File: src/rtl/axis_udp_gen_pkg.sv
// Shared definitions for the UDP generator TX controller: FSM encodings,
// byte-count sizing and the last-beat keep-mask helper.
package axis_udp_gen_pkg;

    typedef logic [1:0] state_t;

    localparam state_t ST_IDLE  = 2'd0;
    localparam state_t ST_SEND  = 2'd1;
    localparam state_t ST_GAP   = 2'd2;
    localparam state_t ST_DRAIN = 2'd3;

    // Widest byte-count field, reached at the 512-bit data width.
    localparam int MAX_BCW = 7;

    function automatic int bcount_width(input int data_w);
        return $clog2(data_w / 8) + 1;
    endfunction

    // One bit of the keep mask: zero or an oversized count means a full beat.
    function automatic logic keep_bit(input int keep_w, input int idx,
                                      input logic [MAX_BCW-1:0] nbytes);
        int n;
        n = int'(nbytes);
        if (n == 0 || n >= keep_w) return 1'b1;
        return idx < n;
    endfunction

endpackage

File: src/rtl/axis_udp_gen_skid.sv
// Output register plus one-entry skid buffer. The upstream side may push only
// while skid_valid is low, so backpressure never reaches it combinationally.
module axis_udp_gen_skid #(
    parameter int PW = 8
) (
    input  logic          clk_i,
    input  logic          rst_i,
    input  logic          in_valid,
    input  logic [PW-1:0] in_data,
    output logic          out_valid,
    output logic [PW-1:0] out_data,
    input  logic          out_ready,
    output logic          skid_valid
);

    logic [PW-1:0] skid_data;
    logic          out_free;

    assign out_free = !out_valid || out_ready;

    always_ff @(posedge clk_i or posedge rst_i) begin
        if (rst_i) begin
            out_valid  <= 1'b0;
            out_data   <= '0;
            skid_valid <= 1'b0;
            skid_data  <= '0;
        end else if (out_free) begin
            if (skid_valid) begin
                // Oldest beat first; a same-cycle push refills the skid.
                out_valid  <= 1'b1;
                out_data   <= skid_data;
                skid_valid <= in_valid;
                if (in_valid) skid_data <= in_data;
            end else if (in_valid) begin
                out_valid <= 1'b1;
                out_data  <= in_data;
            end else begin
                out_valid <= 1'b0;
            end
        end else if (in_valid) begin
            skid_valid <= 1'b1;
            skid_data  <= in_data;
        end
    end

endmodule

File: src/rtl/axis_udp_gen_tx_ctrl.sv
// Frame/gap sequencer between a beat generator and an AXI-Stream master port.
// Counts frames, inserts inter-frame idle gaps and drains cleanly on stop.
module axis_udp_gen_tx_ctrl
    import axis_udp_gen_pkg::*;
#(
    parameter int AXIS_DATA_WIDTH = 64,
    parameter int IFG_WIDTH       = 16,
    parameter int FRAME_CNT_WIDTH = 32
) (
    input  logic                                     clk_i,
    input  logic                                     rst_i,
    input  logic                                     run_i,
    input  logic [FRAME_CNT_WIDTH-1:0]               frame_num_i,
    input  logic [IFG_WIDTH-1:0]                     ifg_i,
    input  logic                                     gen_valid_i,
    input  logic [AXIS_DATA_WIDTH-1:0]               gen_data_i,
    input  logic                                     gen_last_i,
    input  logic [bcount_width(AXIS_DATA_WIDTH)-1:0] gen_bytes_i,
    output logic                                     en_o,
    output logic                                     m_axis_tvalid,
    output logic [AXIS_DATA_WIDTH-1:0]               m_axis_tdata,
    output logic [AXIS_DATA_WIDTH/8-1:0]             m_axis_tkeep,
    output logic [AXIS_DATA_WIDTH/8-1:0]             m_axis_tstrb,
    output logic                                     m_axis_tlast,
    input  logic                                     m_axis_tready,
    output logic                                     busy_o,
    output logic                                     done_o,
    output logic [FRAME_CNT_WIDTH-1:0]               frame_cnt_o
);

    localparam int KW  = AXIS_DATA_WIDTH / 8;
    localparam int BCW = bcount_width(AXIS_DATA_WIDTH);
    localparam int PW  = AXIS_DATA_WIDTH + KW + 1;

    state_t                     state;
    logic [FRAME_CNT_WIDTH-1:0] frame_num_q;
    logic [FRAME_CNT_WIDTH-1:0] acc_cnt;
    logic [FRAME_CNT_WIDTH-1:0] acc_next;
    logic [IFG_WIDTH-1:0]       ifg_q;
    logic [IFG_WIDTH-1:0]       gap_cnt;
    logic                       mid_frame;
    logic                       accept;
    logic                       out_valid;
    logic                       skid_valid;
    logic [MAX_BCW-1:0]         bytes_ext;
    logic [KW-1:0]              keep_in;
    logic [PW-1:0]              in_payload;
    logic [PW-1:0]              out_payload;

    assign en_o   = (state == ST_SEND) && !skid_valid;
    assign accept = en_o && gen_valid_i;
    assign busy_o = (state != ST_IDLE);
    assign done_o = (state == ST_DRAIN) && !out_valid && !skid_valid;

    assign acc_next = (acc_cnt == '1) ? acc_cnt : acc_cnt + FRAME_CNT_WIDTH'(1);

    always_comb begin
        bytes_ext = '0;
        bytes_ext[BCW-1:0] = gen_bytes_i;
    end

    always_comb begin
        keep_in = '1;
        for (int i = 0; i < KW; i++) begin
            if (gen_last_i) keep_in[i] = keep_bit(KW, i, bytes_ext);
        end
    end

    assign in_payload = {gen_last_i, keep_in, gen_data_i};

    axis_udp_gen_skid #(
        .PW (PW)
    ) u_skid (
        .clk_i      (clk_i),
        .rst_i      (rst_i),
        .in_valid   (accept),
        .in_data    (in_payload),
        .out_valid  (out_valid),
        .out_data   (out_payload),
        .out_ready  (m_axis_tready),
        .skid_valid (skid_valid)
    );

    assign m_axis_tvalid = out_valid;
    assign m_axis_tlast  = out_payload[PW-1];
    assign m_axis_tkeep  = out_payload[AXIS_DATA_WIDTH +: KW];
    assign m_axis_tstrb  = out_payload[AXIS_DATA_WIDTH +: KW];
    assign m_axis_tdata  = out_payload[AXIS_DATA_WIDTH-1:0];

    always_ff @(posedge clk_i or posedge rst_i) begin
        if (rst_i) begin
            state       <= ST_IDLE;
            frame_num_q <= '0;
            ifg_q       <= '0;
            gap_cnt     <= '0;
            acc_cnt     <= '0;
            mid_frame   <= 1'b0;
            frame_cnt_o <= '0;
        end else begin
            if (out_valid && m_axis_tready && m_axis_tlast && frame_cnt_o != '1)
                frame_cnt_o <= frame_cnt_o + FRAME_CNT_WIDTH'(1);

            case (state)
                ST_IDLE: begin
                    if (run_i) begin
                        state       <= ST_SEND;
                        frame_cnt_o <= '0;
                        frame_num_q <= frame_num_i;
                        ifg_q       <= ifg_i;
                        acc_cnt     <= '0;
                        mid_frame   <= 1'b0;
                    end
                end
                ST_SEND: begin
                    if (accept) begin
                        if (gen_last_i) begin
                            mid_frame <= 1'b0;
                            acc_cnt   <= acc_next;
                            if ((frame_num_q != '0 && acc_next >= frame_num_q) || !run_i) begin
                                state <= ST_DRAIN;
                            end else if (ifg_q != '0) begin
                                state   <= ST_GAP;
                                gap_cnt <= ifg_q;
                            end
                        end else begin
                            mid_frame <= 1'b1;
                        end
                    end else if (!run_i && !mid_frame) begin
                        // Stopped between frames: nothing partial to finish.
                        state <= ST_DRAIN;
                    end
                end
                ST_GAP: begin
                    if (!run_i) begin
                        state   <= ST_DRAIN;
                        gap_cnt <= '0;
                    end else if (gap_cnt <= IFG_WIDTH'(1)) begin
                        state   <= ST_SEND;
                        gap_cnt <= '0;
                    end else begin
                        gap_cnt <= gap_cnt - IFG_WIDTH'(1);
                    end
                end
                ST_DRAIN: begin
                    if (!out_valid && !skid_valid) state <= ST_IDLE;
                end
                default: state <= ST_IDLE;
            endcase
        end
    end

endmodule

File: config.mk
export PLATFORM = sky130hd
export DESIGN_NAME = axis_udp_gen_tx_ctrl
export DESIGN_NICKNAME = d
export VERILOG_FILES = /design/src/rtl/axis_udp_gen_pkg.sv /design/src/rtl/axis_udp_gen_skid.sv /design/src/rtl/axis_udp_gen_tx_ctrl.sv
export SDC_FILE = /design/constraint.sdc
export NUM_CORES = 1
export LEC_CHECK = 0
export CAP_MARGIN = 10
export CELL_PAD_IN_SITES_DETAIL_PLACEMENT = 2
export CELL_PAD_IN_SITES_GLOBAL_PLACEMENT = 2
export CORE_MARGIN = 10
export CORE_UTILIZATION = 34
export CTS_CLUSTER_DIAMETER = 40
export DETAILED_ROUTE_END_ITERATION = 16
export PLACE_DENSITY = 0.86
export SLEW_MARGIN = 10
export SYNTH_ARGS = -nofsm -noshare
export SYNTH_HDL_FRONTEND = slang
export SYNTH_SLANG_ARGS = --single-unit
File: constraint.sdc
create_clock -name clk_i -period 12.09 [get_ports clk_i]
set_input_delay 2.418 -clock clk_i [delete_from_list [all_inputs] [get_ports clk_i]]
set_output_delay 2.418 -clock clk_i [all_outputs]
set_load 0.02 [all_outputs]
Word-level counts from Yosys, hierarchy flattened
Index checks and enable logic that the tools add are counted.
Operators by class
  $lt $le $gt $ge: 11
  add/subtract/negate cells: 3
  equality and inequality tests: 16
  reductions and logical operators: 32
  muxes and demuxes: 58
Operators with widths (count)
  $mux 73: 5
  $mux 32: 7
  $mux 16: 6
  $add 32x1->32 const B: 2
  $pmux 32 s2: 1
  $eq 32x32->1 const B: 1
  $ge 32x32->1: 1
  $ne 32x32->1 const B: 1
  $pmux 16 s2: 1
  $reduce_bool 32->1: 1
  $mux 1: 27
  $mux 2: 9
  $le 16x1->1 const B: 1
  $lt 3x4->1 const A: 4
  $reduce_bool 16->1: 1
  $sub 16x1->16 const B: 1
  $logic_and 1x1->1: 10
  $reduce_bool 2->1: 5
  $lt 1x4->1 const A: 2
  $lt 2x4->1 const A: 2
  $ne 2x1->1 const B: 4
  $pmux 2 s4: 1
  $logic_not 7->1: 1
  $ne 2x2->1 const B: 3
  15 further kinds: 23
Storage, ports and cells
  word-level logic and storage cells: 131
  flip-flop bits (word level): 279
  bits of input ports: 122

Logic depth before layout (Yosys ltp)
Gate-level depths: netlist of run 1.
  word-level depth: 9
  depth in mapped cells: 18
  gate-level depth less buffers: 15

Hierarchy
Synthesis of run 1 repeated with hierarchy kept, for this count alone.
Second synthesis, totals
  cells, all modules: 1355
  area, all modules: 14063.5 µm²
Modules (own cells, without submodules)
  axis_udp_gen_tx_ctrl: times used 1, area each 7793.7 µm², cells each 868
  axis_udp_gen_skid: times used 1, area each 6269.8 µm², cells each 487

Worst setup path after synthesis of run 1
Ideal clock, no wire load.
  path type: input port to output port
  start point: in gen_valid_i
  end point: out done_o
  required time: 9672 ps
  data arrival time: 2916 ps
  stages: 3
  setup slack: 6756 ps
  path through: nand3b_1 -> a21oi_1 -> and3_1
RTL lines
  start: declaration: line axis_udp_gen_tx_ctrl.sv:15  | input logic gen_valid_i,
  end: declaration: line axis_udp_gen_tx_ctrl.sv:27  | output logic done_o,

==> reports/qor.tcl, run 1 <==
set qor(status) {complete, no violations}
set qor(finalMaxSlewViolations) 0
set qor(drive_gt1_share_pct) 13.49
set qor(drc_errors) 0
set qor(fillCellCount) 4034
set qor(rows) 73
set qor(chipHeight_um) 221.7
set qor(grt_first_pass_wirelength_um) 82540
set qor(unrepaired_setup_endpoints_after_global_routing) {no}
set qor(buffers_inserted_by_post_cts_timing_repair) 0
set qor(clock_tree_root_driver_cell) {sky130_fd_sc_hd__clkbuf_16}
set qor(power_density_mw_per_mm2) 251.8
set qor(cp.required_ns) 9.67
set qor(power_leakage_nw) 7.677
set qor(detail-route-antenna-nets) 0
set qor(numCtsBuffers) 49
set qor(kind_of_cell_adding_the_most_delay_to_the_critical_path) {buffers and inverters}
set qor(tightest_slew_ns) 1.143
set qor(routed_wire_length_per_instance_um) 24.80
set qor(areaGrowthSynthToFinish_pct) 32.85
set qor(instances_no_fill) 2127
set qor(final_hold_viol_count) 0
set qor(ys_seq_area_share_pct) 50.50
set qor(route.detailed.vias_per_inst) 5.388
set qor(postPlaceCellArea_mm2) 0.01661
set qor(worstSetupStartpointType) {primary input}
set qor(power.ir.vdd_worst_v) 0.0002050
set qor(post-layout-total-power_mw) 4.624
set qor(synth_warnings) 0
set qor(cts-htree-levels) 2
set qor(synth_cell_type_count) 68
set qor(final.min_clock_period_ns) 6.789
set qor(pin_count) 239
set qor(achievable_clock_frequency_mhz) 147.3
set qor(setup.worst_path.class) {primary input to primary output}
set qor(timing.critical_path.mode_cell) {sky130_fd_sc_hd__clkdlybuf4s50_1}
set qor(timing.critical_path.fanout_max) 6
set qor(worst_path_max_delay_cell) {sky130_fd_sc_hd__clkdlybuf4s50_1}
set qor(synth.cell_area_mm2) 0.01383
set qor(drt-initial-drc-count) 558
set qor(synth_enable_flop_cells) 0
set qor(final.setup.tns_ns) 0
set qor(holdBufCountCts) 0
set qor(gr-total-overflow) 0
set qor(most_used_flip_flop_cell_after_synthesis) {sky130_fd_sc_hd__dfrtp_1}
set qor(timing.clock.skew_ns) 0.03385
set qor(clk_transition_reported_paths_ns) 0.05
set qor(chipWidth_um) 221.7
set qor(design.die.area_mm2) 0.04913
set qor(final_net_count) 1718
set qor(routed_wirelength_um) 52760
set qor(count_of_buffers_from_port_buffering) 238
set qor(final_weighted_congestion_in_routability_driven_placement) 0.7827
set qor(design_area_mm2) 0.01837
set qor(setup_violations) 0
set qor(worstPathCellList) {clkdlybuf4s50_1, nand3b_1, a21oi_1, and3_1, clkdlybuf4s50_1}
set qor(postSynthNetCount) 1500
set qor(dp.cells) 2034
set qor(grtUsageTotal_pct) 21.02
set qor(drv.max_cap_violation_count) 0
set qor(detailed_place_hpwl_um) 34250
set qor(vias) 11460
set qor(tritoncts_num_sinks) 279
set qor(synthesis.instances) 1342
set qor(postSynthAreaPerCell_um2) 10.30
set qor(worstSetupEndpointType) {primary output}
set qor(cts_tree) {done}
set qor(firstDrtPassIters) 5
set qor(starting_density_of_the_core_pct) 34.56
set qor(slew_headroom_pct) 23.61
set qor(grt_start_max_net_pins) 141
set qor(yosys_register_bits) 279
set qor(timing.critical_path.slowest_cell_delay_ns) 0.70
set qor(grt_antenna_before_repair) 10
set qor(first_global_vias) 13400
set qor(ctsLongestPathBuffers) 3
set qor(whs_ns) 0.4589
set qor(finalCritPeriodShare_pct) 56.15
set qor(clock_insertion_delay_worst_skew_ns) 0.60
set qor(cp.arrival_ns) 4.37
set qor(synth-async-reset-ratio_pct) 100.0
set qor(worstPathBufferInverterCount) 2
set qor(post_cts_resize_count) 0
set qor(worstHoldPathType) {flip-flop to flip-flop}
set qor(coreArea_mm2) 0.04001
==> Yosys cell counts, types with 2 or more instances <==
library cell	instances	share of area, %
sky130_fd_sc_hd__nand2b_1	5	0.23
sky130_fd_sc_hd__a221o_1	12	0.87
sky130_fd_sc_hd__mux2_2	86	7.0
sky130_fd_sc_hd__nand4_1	23	1.0
sky130_fd_sc_hd__nor4_4	2	0.31
sky130_fd_sc_hd__nand3b_1	2	0.11
sky130_fd_sc_hd__ha_1	36	3.3
sky130_fd_sc_hd__and3_1	9	0.41
sky130_fd_sc_hd__or2_2	7	0.32
sky130_fd_sc_hd__dfrtp_1	279	50
sky130_fd_sc_hd__or3_1	14	0.63
sky130_fd_sc_hd__nor4_1	19	0.86
sky130_fd_sc_hd__buf_4	11	0.60
sky130_fd_sc_hd__inv_1	47	1.3
sky130_fd_sc_hd__o21a_1	4	0.22
sky130_fd_sc_hd__mux2i_1	69	5.0
sky130_fd_sc_hd__a21o_1	3	0.16
sky130_fd_sc_hd__xnor2_1	38	2.4
sky130_fd_sc_hd__nor2_2	3	0.14
sky130_fd_sc_hd__clkbuf_1	41	1.1
sky130_fd_sc_hd__buf_1	16	0.43
sky130_fd_sc_hd__o211ai_1	4	0.22
sky130_fd_sc_hd__o21ai_0	163	5.9
sky130_fd_sc_hd__nor3_2	2	0.14
sky130_fd_sc_hd__nor2b_1	6	0.27
sky130_fd_sc_hd__buf_2	13	0.47
sky130_fd_sc_hd__xor2_1	19	1.2
sky130_fd_sc_hd__nor2_1	60	1.6
sky130_fd_sc_hd__nor3b_1	3	0.16
sky130_fd_sc_hd__nand2_1	168	4.6
sky130_fd_sc_hd__o31ai_1	19	1.0
sky130_fd_sc_hd__and2_1	5	0.23
sky130_fd_sc_hd__o22ai_1	2	0.090
sky130_fd_sc_hd__nand3_1	24	0.87
sky130_fd_sc_hd__and4_1	14	0.89
sky130_fd_sc_hd__or4_4	2	0.16
sky130_fd_sc_hd__o2111ai_1	2	0.13
sky130_fd_sc_hd__nor3_1	13	0.47
sky130_fd_sc_hd__a31oi_1	13	0.59
sky130_fd_sc_hd__or3_4	3	0.24
sky130_fd_sc_hd__a21oi_1	54	2.0
==> layout make-up <==
class / instances / area, um^2 / share of cell area (%)
sequential: 279 / 6985 / 38.03
clock buffer: 63 / 1359 / 7.398
inverter: 47 / 183.9 / 1.001
tap: 525 / 656.9 / 3.576
clock inverter: 29 / 396.6 / 2.159
multi-input combinational: 934 / 6319 / 34.40
antenna: 1 / 2.502 / 0.01362
timing repair buffer: 249 / 2465 / 13.42
==> registers in the layout, summed over array words and instances (netlist names) <==
signal	flops
u_skid.out_data	73
u_skid.skid_valid	1
u_skid.out_valid	1
state	2
gap_cnt	16
frame_cnt_o	32
mid_frame	1
u_skid.skid_data	73
ifg_q	16
frame_num_q	32
acc_cnt	32
==> kinds of logic (layout without fill, tap and decap cells) <==
family	after synthesis	after routing	synth area share [%]
muxes	155	155	12.00
AOI/OAI and AO/OA	294	294	12.47
xor gates and xnor gates	57	57	3.611
adders and majority gates	36	36	3.258
DFF	279	279	50.50
buffers and inverters	129	388	3.973
and+or+nand+nor	392	392	14.19
other	0	1	0
==> final timing paths <==
path	startpoint	endpoint	slack, ns	cells past startpoint
worst min-delay path	u_skid.skid_data[64]	u_skid.skid_data[64]	0.46	2
worst min register to register	u_skid.skid_data[64]	u_skid.skid_data[64]	0.46	2
worst max register to register	acc_cnt[10]	gap_cnt[0]	6.72	15
max in group asynchronous	rst_i	u_skid.skid_valid	7.92	3
worst max-delay path	gen_last_i	done_o	5.30	5
min in group asynchronous	rst_i	u_skid.skid_data[9]	2.42	2
==> metal layers <==
layer,GRT usage (%),wire length (um),vias up
met3,7.211,3480,85
met5,0,115,-
met1,22.45,20030,5924
met2,38.61,27950,230
met4,5.336,1174,18
li1,-,-,5204
==> placed cells by master (no fill, tap or decap), types with 6 or more instances in the layout <==
master,instances
sky130_fd_sc_hd__o31ai_1,19
sky130_fd_sc_hd__or2_2,6
sky130_fd_sc_hd__buf_4,11
sky130_fd_sc_hd__mux2i_1,69
sky130_fd_sc_hd__mux2_2,86
sky130_fd_sc_hd__clkbuf_16,49
sky130_fd_sc_hd__and3_1,9
sky130_fd_sc_hd__a31oi_1,13
sky130_fd_sc_hd__and4_1,14
sky130_fd_sc_hd__nor2_1,59
sky130_fd_sc_hd__nand4_1,23
sky130_fd_sc_hd__nand2_1,167
sky130_fd_sc_hd__clkbuf_8,8
sky130_fd_sc_hd__bufinv_16,6
sky130_fd_sc_hd__xor2_1,19
sky130_fd_sc_hd__nor3_1,13
sky130_fd_sc_hd__inv_6,7
sky130_fd_sc_hd__nand3_1,24
sky130_fd_sc_hd__dfrtp_1,278
sky130_fd_sc_hd__ha_1,36
sky130_fd_sc_hd__clkbuf_1,6
sky130_fd_sc_hd__nor4_1,19
sky130_fd_sc_hd__nor2b_1,6
sky130_fd_sc_hd__inv_1,46
sky130_fd_sc_hd__o21ai_0,163
sky130_fd_sc_hd__clkdlybuf4s50_1,238
sky130_fd_sc_hd__a221o_1,12
sky130_fd_sc_hd__a21oi_1,54
sky130_fd_sc_hd__xnor2_1,38
sky130_fd_sc_hd__or3_1,14
==> where the power goes <==
group / internal (mW) / switching, mW
sequential: 1.29 / 0.313
combinational: 0.659 / 0.876
clock: 0.938 / 0.547
total: 2.89 / 1.74
==> tightest hold or removal path, delay by kind of cell (launching register included) <==
| kind | cells | cell delay [ns] |
|---|---|---|
| buffers and inverters | 1 | 0.05 |
| DFF | 1 | 0.31 |
| and+or+nand+nor | 1 | 0.06 |
==> per-stage QoR <==
| stage | worst slack [ns] | util, % |
|---|---|---|
| CTS | 5.305 | 45.91 |
| global placement | 5.340 | 41.52 |
| floorplan | 1.978 | - |
| detailed placement | 5.313 | 41.52 |
| finish | 5.301 | 45.91 |
| global route | 5.185 | 45.91 |
(Power assumes the default switching activity.)
==> run 2: changes to the inputs <==
Settings changed: CORE_UTILIZATION 34 to 31, PLACE_DENSITY 0.86 to 0.82.
Clock period 12.09 ns to 5.5 ns, I/O delays scaled along.
==> reports/qor.tcl, run 2 (same netlist as run 1, synthesis figures left out) <==
set qor(layout_commonest_cell) {sky130_fd_sc_hd__dfrtp_1}
set qor(largest_registers) {u_skid.out_data: 73 flops, u_skid.skid_data: 73 flops}
set qor(clock_insertion_delay_worst_skew_ns) 0.62
set qor(top_library_cells_by_usage_in_the_layout_fill_and_taps_aside) {278 x sky130_fd_sc_hd__dfrtp_1, 238 x sky130_fd_sc_hd__clkdlybuf4s50_1, 167 x sky130_fd_sc_hd__nand2_1, 163 x sky130_fd_sc_hd__o21ai_0, 86 x sky130_fd_sc_hd__mux2_2}
set qor(cp.required_ns) 5.98
set qor(detailed_place_hpwl_um) 32490
set qor(power_density_mw_per_mm2) 565.1
set qor(post_cts_resize_count) 0
set qor(drc_errors) 0
set qor(route.detailed.vias_per_inst) 5.166
set qor(fillCellCount) 4581
set qor(tightest_slew_ns) 1.170
set qor(worstSetupStartpointType) {flip-flop}
set qor(numCtsBuffers) 57
set qor(power_leakage_nw) 7.868
set qor(timing.critical_path.fanout_max) 14
set qor(detailedPlace.worstSlack_ns) 0.5554
set qor(grtUsageTotal_pct) 19.05
set qor(grt_first_pass_wirelength_um) 80990
set qor(design.die.area_mm2) 0.05345
set qor(status) {complete, no violations}
set qor(cp.arrival_ns) 5.28
set qor(clk_transition_reported_paths_ns) 0.05
set qor(achievable_clock_frequency_mhz) 208.0
set qor(worstSetupEndpointType) {flip-flop}
set qor(detail-route-antenna-nets) 0
set qor(areaGrowthSynthToFinish_pct) 36.48
set qor(setup_ws_ns) 0.6931
set qor(chipWidth_um) 231.2
set qor(buffers_inserted_by_post_cts_timing_repair) 0
set qor(final.min_clock_period_ns) 4.807
set qor(tritoncts_num_sinks) 279
set qor(finalCritPeriodShare_pct) 87.40
set qor(unrepaired_setup_endpoints_after_global_routing) {no}
set qor(pin_count) 239
set qor(gr-total-overflow) 0
set qor(instances_no_fill) 2211
set qor(ctsLongestPathBuffers) 3
set qor(cts-htree-levels) 2
set qor(routed_wirelength_um) 50780
set qor(holdBufCountCts) 0
set qor(final_net_count) 1727
set qor(setup.worst_path.class) {flip-flop to flip-flop}
set qor(final_hold_viol_count) 0
set qor(design_area_mm2) 0.01887
set qor(final.setup.tns_ns) 0
set qor(cts_tree) {done}
set qor(first_global_vias) 13410
set qor(routed_wire_length_per_instance_um) 22.97
set qor(drt-initial-drc-count) 531
set qor(slew_headroom_pct) 21.84
set qor(dp.cells) 2102
set qor(firstDrtPassIters) 4
set qor(coreArea_mm2) 0.04412
set qor(setup_violations) 0
set qor(finalMaxSlewViolations) 0
set qor(postPlaceCellArea_mm2) 0.01674
set qor(grt_antenna_before_repair) 10
set qor(drv.max_cap_violation_count) 0
set qor(chipHeight_um) 231.2
set qor(worstHoldPathType) {flip-flop to flip-flop}
set qor(rows) 77
set qor(power.ir.vdd_worst_v) 0.0004445
set qor(count_of_buffers_from_port_buffering) 238
set qor(starting_density_of_the_core_pct) 31.33
set qor(whs_ns) 0.4522
set qor(grt_start_max_net_pins) 156
set qor(drive_gt1_share_pct) 14.54
set qor(final_weighted_congestion_in_routability_driven_placement) 0.7901
set qor(vias) 11420
set qor(timing.clock.skew_ns) 0.04252
set qor(clock_tree_root_driver_cell) {sky130_fd_sc_hd__clkbuf_16}
## run 2: changes by cell type in the layout (fill, tap and decap cells not counted), moves of 2 or more
| cell | change |
|---|---|
| sky130_fd_sc_hd__buf_12 | +3 |
| sky130_fd_sc_hd__buf_4 | -2 |
| sky130_fd_sc_hd__bufinv_16 | +5 |
| sky130_fd_sc_hd__clkbuf_1 | -3 |
| sky130_fd_sc_hd__clkbuf_16 | +9 |
| sky130_fd_sc_hd__clkbuf_8 | -3 |
| sky130_fd_sc_hd__clkinv_4 | +5 |
| sky130_fd_sc_hd__diode_2 | +2 |
## run 2: cell type report
cell class | count | area, um^2 | share of cell area [%]
flip-flops and latches | 279 | 6985 | 37.02
clock inverters | 40 | 581.8 | 3.083
clock buffers | 66 | 1531 | 8.116
inverters | 47 | 180.2 | 0.9548
repair buffers | 250 | 2510 | 13.30
well taps | 592 | 740.7 | 3.925
multi-input cells | 934 | 6332 | 33.56
diodes | 3 | 7.507 | 0.03979
## run 2: through the flow
stage | util [%] | total power [mW]
global route | 42.75 | 11.30
CTS | 42.73 | 10.83
floorplan | - | 5.276
finish | 42.76 | 10.66
detailed placement | 37.94 | 6.740
global placement | 37.94 | 6.505
## run 2: power by group
part | internal, mW | switching, mW
Combinational | 1.46 | 1.87
Clock | 2.54 | 1.30
Sequential | 2.84 | 0.657
Total | 6.83 | 3.83
## run 2: worst paths after layout
path	end	slack [ns]	start	cells past startpoint
setup reg to reg	gap_cnt[10]	0.69	acc_cnt[10]	15
min in group asynchronous	u_skid.skid_data[27]	1.06	rst_i	3
max in group asynchronous	frame_num_q[25]	3.65	rst_i	3
hold reg to reg	u_skid.skid_data[64]	0.45	u_skid.skid_data[64]	2
hold / removal	u_skid.skid_data[64]	0.45	u_skid.skid_data[64]	2
setup / recovery	gap_cnt[10]	0.69	acc_cnt[10]	15
## run 2: worst max-delay path, stage by stage (launching register included)
cell                        delay [ns]
sky130_fd_sc_hd__dfrtp_1          0.50
sky130_fd_sc_hd__and4_1           0.32
sky130_fd_sc_hd__nand4_1          0.30
sky130_fd_sc_hd__nor3_1           0.50
sky130_fd_sc_hd__or2_2            0.25
sky130_fd_sc_hd__nor3_2           0.07
sky130_fd_sc_hd__nand2_1          0.12
sky130_fd_sc_hd__xnor2_1          0.09
sky130_fd_sc_hd__ha_1             0.30
sky130_fd_sc_hd__nand4_1          0.14
sky130_fd_sc_hd__nor3_1           0.34
sky130_fd_sc_hd__o2111ai_1        0.31
sky130_fd_sc_hd__a311oi_1         0.36
sky130_fd_sc_hd__nor2_1           0.21
sky130_fd_sc_hd__and2_1           0.40
sky130_fd_sc_hd__a221o_1          0.44
## run 2: metal layers
| layer | vias to the layer above | global-route usage, % | share of wire (%) | routed length, um |
|---|---|---|---|---|
| met5 | - | 0 | 0.19 | 95 |
| met4 | 14 | 4.604 | 2.0 | 997 |
| met3 | 79 | 7.134 | 7.0 | 3572 |
| met2 | 206 | 34.29 | 52 | 26500 |
| met1 | 5889 | 20.79 | 39 | 19620 |
| li1 | 5234 | - | - | - |
